`config.mk`:
```
export PLATFORM = sky130hd
export DESIGN_NAME = fifo_param
export DESIGN_NICKNAME = d
export VERILOG_FILES = /design/src/rtl/fifo_param.sv
export SDC_FILE = /design/constraint.sdc
export NUM_CORES = 1
export LEC_CHECK = 0
export CAP_MARGIN = 30
export CORE_MARGIN = 3
export CORE_UTILIZATION = 45
export CTS_CLUSTER_DIAMETER = 80
export DETAILED_ROUTE_END_ITERATION = 12
export PLACE_DENSITY = 0.73
export SLEW_MARGIN = 20
export SYNTH_ARGS = -nofsm -noshare
export SYNTH_HDL_FRONTEND = slang
export SYNTH_SLANG_ARGS = --single-unit
```
`constraint.sdc`:
```
create_clock -name clk -period 3.81 [get_ports clk]
set_input_delay 0.762 -clock clk [delete_from_list [all_inputs] [get_ports clk]]
set_output_delay 0.762 -clock clk [all_outputs]
set_load 0.05 [all_outputs]
```
`src/rtl/fifo_param.sv`:
```
// fifo_param: parametrised single-clock FIFO with push/pop handshake.
//
// Parameters
//   DWIDTH    - data word width
//   AWIDTH    - address width, DEPTH = 2**AWIDTH
//   AF_THRESH - f_almost_full when f_counter >= AF_THRESH (1..DEPTH)
//   AE_THRESH - f_almost_empty when f_counter <= AE_THRESH (0..DEPTH-1)
//   FWFT      - 0: registered read data, 1: first-word-fall-through
//
// Ports
//   clk            - clock, rising edge
//   rst            - asynchronous reset, active low
//   f_in           - write data
//   wr_en / rd_en  - push / pop requests
//   err_clr        - synchronous clear of the sticky error flags
//   f_out          - read data
//   f_empty, f_full, f_almost_full, f_almost_empty - occupancy flags
//   f_counter      - occupancy, 0..DEPTH
//   f_overflow     - sticky: a push was dropped
//   f_underflow    - sticky: a pop was dropped
module fifo_param #(
    parameter int DWIDTH    = 8,
    parameter int AWIDTH    = 3,
    parameter int AF_THRESH = 6,
    parameter int AE_THRESH = 2,
    parameter int FWFT      = 0
) (
    input  logic              clk,
    input  logic              rst,
    input  logic [DWIDTH-1:0] f_in,
    input  logic              wr_en,
    input  logic              rd_en,
    input  logic              err_clr,
    output logic [DWIDTH-1:0] f_out,
    output logic              f_empty,
    output logic              f_full,
    output logic              f_almost_full,
    output logic              f_almost_empty,
    output logic [AWIDTH:0]   f_counter,
    output logic              f_overflow,
    output logic              f_underflow
);

    localparam int              DEPTH     = 2 ** AWIDTH;
    localparam logic [AWIDTH:0] DEPTH_CNT = (AWIDTH + 1)'(DEPTH);
    localparam logic [AWIDTH:0] AF_CNT    = (AWIDTH + 1)'(AF_THRESH);
    localparam logic [AWIDTH:0] AE_CNT    = (AWIDTH + 1)'(AE_THRESH);
    localparam logic [AWIDTH:0] CNT_ONE   = (AWIDTH + 1)'(1);
    localparam logic [AWIDTH-1:0] PTR_ONE = AWIDTH'(1);

    logic [DWIDTH-1:0] mem [DEPTH];

    logic [AWIDTH-1:0] wr_ptr_q, wr_ptr_d;
    logic [AWIDTH-1:0] rd_ptr_q, rd_ptr_d;
    logic [AWIDTH:0]   count_q, count_d;
    logic [DWIDTH-1:0] dout_q, dout_d;
    logic              ovf_q, ovf_d;
    logic              udf_q, udf_d;

    logic wr_ok;
    logic rd_ok;

    // Flags decode only from the registered counter, so no request input
    // has a combinational path to any flag.
    assign f_counter      = count_q;
    assign f_empty        = (count_q == '0);
    assign f_full         = (count_q == DEPTH_CNT);
    assign f_almost_full  = (count_q >= AF_CNT);
    assign f_almost_empty = (count_q <= AE_CNT);
    assign f_overflow     = ovf_q;
    assign f_underflow    = udf_q;

    // A read never rescues an empty FIFO, but a simultaneous read lets a
    // write through when full (the freed slot is the one being written).
    assign rd_ok = rd_en & ~f_empty;
    assign wr_ok = wr_en & (~f_full | rd_ok);

    // FWFT exposes the head slot directly; standard mode uses the register.
    assign f_out = (FWFT != 0) ? mem[rd_ptr_q] : dout_q;

    // NOTE: every signal assigned in always_comb gets a default first so no
    // path through the block leaves it unassigned (which would infer a latch).
    always_comb begin
        wr_ptr_d = wr_ptr_q;
        rd_ptr_d = rd_ptr_q;
        count_d  = count_q;
        dout_d   = dout_q;
        ovf_d    = ovf_q;
        udf_d    = udf_q;

        if (wr_ok) begin
            wr_ptr_d = wr_ptr_q + PTR_ONE;
        end
        if (rd_ok) begin
            rd_ptr_d = rd_ptr_q + PTR_ONE;
            dout_d   = mem[rd_ptr_q];
        end

        if (wr_ok && !rd_ok) begin
            count_d = count_q + CNT_ONE;
        end else if (rd_ok && !wr_ok) begin
            count_d = count_q - CNT_ONE;
        end

        // Clear first so that a new error in the same cycle wins.
        if (err_clr) begin
            ovf_d = 1'b0;
            udf_d = 1'b0;
        end
        if (wr_en && !wr_ok) begin
            ovf_d = 1'b1;
        end
        if (rd_en && !rd_ok) begin
            udf_d = 1'b1;
        end
    end

    // NOTE: sequential state uses non-blocking assignments so every flop
    // samples the pre-edge values of the others, independent of block order.
    always_ff @(posedge clk or negedge rst) begin
        if (!rst) begin
            wr_ptr_q <= '0;
            rd_ptr_q <= '0;
            count_q  <= '0;
            dout_q   <= '0;
            ovf_q    <= 1'b0;
            udf_q    <= 1'b0;
        end else begin
            wr_ptr_q <= wr_ptr_d;
            rd_ptr_q <= rd_ptr_d;
            count_q  <= count_d;
            dout_q   <= dout_d;
            ovf_q    <= ovf_d;
            udf_q    <= udf_d;
        end
    end

    // NOTE: the storage array is deliberately left out of reset; its
    // contents are only ever observed through slots the pointers mark valid,
    // and keeping it reset-free lets it map onto plain registers or RAM.
    always_ff @(posedge clk) begin
        if (wr_ok) begin
            mem[wr_ptr_q] <= f_in;
        end
    end

endmodule

```
== Yosys cells after proc, flatten, opt, wreduce, memory -nomap -nowiden ==
Memories as Yosys holds them, arrays and structs flattened. A register that Yosys moved wholly into a read port is not among the register bits.
Index checks and enable logic that the tools add are counted.

* Register bits after elaboration: 12
* Bits in writable memories: 64
* Input bits: 13
* Output and inout port bits: 18
* Word-level logic and storage cells: 36
* Memories kept: 1

{| class="wikitable"
|+ Memory list
! name !! depth !! bits a word !! rd ports !! clocked after Yosys merged registers in !! write ports !! line !! source
|-
| mem || 8 || 8 || 1 || 1 || 1 || 51 || <nowiki>logic [DWIDTH-1:0] mem [DEPTH];</nowiki>
|}

* Add/subtract/negate cells: 4
* Order comparisons: 2
* Equality and inequality tests: 1
* Muxes and demuxes: 7
* Bitwise logic cells: 5
* Reductions and logical operators: 11

{| class="wikitable"
|+ Operator list
! operator !! number
|-
| $mux 4 || 2
|-
| $add 3x1->3 const B || 2
|-
| $reduce_bool 2->1 || 3
|-
| $mux 1 || 5
|-
| $add 4x1->4 const B || 1
|-
| $eq 4x4->1 const B || 1
|-
| $ge 4x3->1 const B || 1
|-
| $le 4x2->1 const B || 1
|-
| $logic_and 1x1->1 || 4
|-
| $logic_not 4->1 || 1
|-
| $sub 4x1->4 const B || 1
|-
| $logic_not 1->1 || 3
|-
| $and 1x1->1 || 2
|-
| $not 1->1 || 2
|-
| $or 1x1->1 || 1
|}

== Logic depth before layout (Yosys ltp) ==
* Depth in word-level cells: 9
* Mapped depth: 10
* Mapped depth without buffers: 10

== Worst setup path after synthesis ==
No wires, ideal clock.

* Kind: flip-flop to flip-flop
* Start: reg count_q[0] (netlist: f_counter[0])
* End: reg count_q[3] (netlist: f_counter[3])
* Library setup time: 0.136 ns
* Data arrival time: 4.048 ns
* Required time: 3.674 ns
* Path slack: -0.374 ns
* Stages on the path, launching flop included: 10
* Period minus slack after synthesis: 4.184 ns
* Path through: dfrtp_1 nor4_1 nand2b_1 buf_2 ha_1 inv_1 ha_1 a21o_1 a2111oi_0 o31ai_1

* Longest elaborated chain between the ends: 8
* Elaborated cells between the ends (all ways): 16

{| class="wikitable"
|+ RTL lines
! what !! line !! source
|-
| from (decl) || 55 || <nowiki>logic [AWIDTH:0] count_q, count_d;</nowiki>
|-
| from (signal assigned) || 131 || <nowiki>count_q <= count_d;</nowiki>
|-
| $logic_not 4->1 * || 66 || <nowiki>assign f_empty = (count_q == '0);</nowiki>
|-
| via f_empty || 35 || <nowiki>output logic f_empty,</nowiki>
|-
| $not 1->1 * || 75 || <nowiki>assign rd_ok = rd_en & ~f_empty;</nowiki>
|-
| $and 1x1->1 * || 75 ||
|-
| $or 1x1->1 || 76 || <nowiki>assign wr_ok = wr_en & (~f_full | rd_ok);</nowiki>
|-
| $and 1x1->1 || 76 ||
|-
| $logic_not 1->1 || 101 || <nowiki>end else if (rd_ok && !wr_ok) begin</nowiki>
|-
| $logic_and 1x1->1 || 101 ||
|-
| $reduce_bool 2->1 (no line) || -- ||
|}

Mark *: on every way through the listed nets, which the timed path passes. The rest lies on a longest branch. The select of a mux whose other input is x is not followed.
A chain may end at the register's enable or synchronous reset.

== Final worst setup path ==
* Start: reg count_q[0] (netlist: f_counter[0])
* End: out f_full

* Longest elaborated chain between the ends: 1

{| class="wikitable"
|+ RTL lines
! what !! line !! source
|-
| $eq 4x4->1 || 67 || <nowiki>assign f_full = (count_q == DEPTH_CNT);</nowiki>
|-
| to (decl) || 36 || <nowiki>output logic f_full,</nowiki>
|}

No other way between the ends.

==> flow_metrics.env <==
export IMPL_floorplan_core_area_sq_um=7330
export IMPL_slew_headroom_pct=35.4
export IMPL_fin_skew_ps=13.1
export IMPL_dpl_cell_count=350
export IMPL_holdCritPathClass="register to register"
export IMPL_cp_max_fo=7
export IMPL_nets=282
export IMPL_num_vias=1928
export IMPL_max_clock_freq_ghz=0.326
export IMPL_portBuffers=30
export IMPL_status="completed"
export IMPL_postCtsSetupRepairBufs=0
export IMPL_synth_top_area_cell="edfxtp_1"
export IMPL_drcViolationCount=0
export IMPL_regArea_sq_um=2420
export IMPL_clk_path_buf_depth=2
export IMPL_place_area_sq_um=3910
export IMPL_design_die_area_sq_um=8760
export IMPL_num_fill_cells=581
export IMPL_numCtsBuffers=9
export IMPL_grt_pass1_vias=1888
export IMPL_grt_pass1_wl_um=9970
export IMPL_gp_congestion=0.730
export IMPL_setup_viol_count_final=0
export IMPL_cts_htree_levels=3
export IMPL_avgRoutedWirePerCell_um=16.7
export IMPL_cts_tree="yes"
export IMPL_worst_setup_path_start_kind="register"
export IMPL_syn_nets=238
export IMPL_numClockSinks=84
export IMPL_combPwrFrac_pct=40.7
export IMPL_drtIter0Drc=108
export IMPL_drive_above_1_share_pct=19.0
export IMPL_avgSynthCellArea_sq_um=15.8
export IMPL_syn_to_final_growth_pct=18.6
export IMPL_clkSlewWorstSetupHoldPaths_ps=90
export IMPL_maxSlewViolCount=0
export IMPL_drt_total_wl_um=6150
export IMPL_antenna_left=0
export IMPL_yosys_register_bits=84
export IMPL_worstPathArrival_ps=2310
export IMPL_p_switching_mw=1.28
export IMPL_syn_area_sq_um=3450
export IMPL_overflow=0
export IMPL_total_power_mw=3.27
export IMPL_grt_setup_unrepaired="false"
export IMPL_seq_power_share_pct=42.1
export IMPL_synth_top_area_share_pct=55.7
export IMPL_cts_root_buf="clkbuf_8"
export IMPL_synthTopCellsByArea="edfxtp_1 (56%), dfrtp_1 (14%), mux2_2 (5.9%)"
export IMPL_antennaDiodeCount=0
export IMPL_synth_cell_types=34
export IMPL_synth_seq_area_share_pct=70.2
export IMPL_pre_cts_slack_ps=644
export IMPL_hold_ws_ps=484
export IMPL_first_pass_iters=4
export IMPL_fin_ws_ps=742
export IMPL_post_route_util_pct=55.9
export IMPL_post_route_cell_area_sq_um=4100
export IMPL_postCtsHoldBufs=0
export IMPL_start_util_pct=47.1
export IMPL_die_w_um=93.6
export IMPL_multi_input_area_sq_um=958
export IMPL_dieHeight_um=93.6
export IMPL_dp_hpwl_um=3980
export IMPL_end_kind="primary output"
export IMPL_fin_crit_ps=3070
export IMPL_required_ps=3050
export IMPL_drv_cap=0
export IMPL_p_clk_share_pct=17.2
export IMPL_grt_max_degree=21
export IMPL_syn_instance_count=219
export IMPL_final_cells=367
export IMPL_swShare_pct=39.1
export IMPL_grt_total_usage_pct=15.7
export IMPL_finalCritPeriodShare_pct=80.5
export IMPL_power_static_leakage_nw=1.49
export IMPL_ioPinCount=31
export IMPL_crit_type="register to primary output"
export IMPL_power_density_nw_per_um2=798
export IMPL_tightest_slew_ps=969
export IMPL_ctsResizeCount=0
export IMPL_yosys_warnings=0
export IMPL_hold_violations=0
export IMPL_final_setup_tns_ps=0
export IMPL_ir_drop_mv=0.333
export IMPL_p_int_mw=1.99
export IMPL_via_per_inst=5.25
export IMPL_antenna_found_initial=0
export IMPL_rows=31
export IMPL_clock_latency_ps=360
[synth_stat cells, drive strengths merged]
master   number
edfxtp       64
nor2b         1
fa            1
a221o         8
a22o          2
inv           5
xnor2         5
dfrtp        20
or4b          1
a21o          2
mux2         18
o21ai        11
a21oi         1
nor3          7
ha            5
a2111oi       1
mux2i        17
nand2        18
nor4          2
a211oi        1
clkbuf        1
buf           8
o31ai         1
nor2          6
o22ai         8
nand2b        4
xor2          1
[power groups by stage]
stage | clock network, mW | registers, mW | logic [mW]
after CTS | 0.579 | 1.38 | 1.34
after global routing | 0.615 | 1.41 | 1.44
final | 0.562 | 1.38 | 1.33
after floorplan | 0 | 1.57 | 0.761
after global placement | 0 | 1.39 | 1.32
after detailed placement | 0 | 1.40 | 1.34
[final timing paths]
path,from,end,slack (ps),depth (start not counted)
hold / removal,f_out[0],f_out[0],480,2
hold reg to reg,f_out[0],f_out[0],480,2
max in group asynchronous,rst,f_out[4],2700,2
min in group asynchronous,rst,f_counter[1],680,1
setup reg to reg,f_counter[0],f_counter[3],860,9
setup / recovery,f_counter[0],f_full,740,3
[layer usage]
layer	global-route usage, %	wire (um)	up-vias
met5	0	0	-
met1	20.7	2690	940
met2	23.9	2980	52
met3	4.91	325	12
met4	7.10	153	0
li1	-	-	924
[logic make-up after synthesis]
family,share of synthesized area [%]
xor gates and xnor gates,1.52
muxes,10.8
and+or+nand+nor,5.36
adders and majority gates,2.39
AOI/OAI and AO/OA,7.50
buffers and inverters,2.25
DFF,70.2
[cells in the final DEF, fill, tap and decap left out, drive strengths merged, types with 8 or more instances in the layout]
cell type      Yosys  routed
mux2i             17      17
mux2              18      18
clkdlybuf4s50      0      30
edfxtp            64      64
a221o              8       8
o21ai             11      11
buf                8      12
nand2             18      18
o22ai              8       8
clkbuf             1       9
dfrtp             20      20
[worst max-delay path, cell delays in order, from the launching register on]
cell and delay (ps):
dfrtp_1 480, or4b_4 600, inv_1 70, clkdlybuf4s50_1 790
[state kept, by name, indices dropped and copies added, names as in the netlist]
| register | flops |
|---|---|
| mem | 64 |
| f_overflow | 1 |
| rd_ptr_q | 3 |
| f_underflow | 1 |
| wr_ptr_q | 3 |
| f_counter | 4 |
| f_out | 8 |
[layout make-up]
cell class	instances	share of cell area [%]
flip-flops and latches	84	59.2
multi-input cells	121	23.4
repair buffers	42	9.72
clock buffers	9	3.02
well taps	99	3.02
clock inverters	7	1.22
inverters	5	0.458
Note: power is estimated with default switching activity, not from simulation.
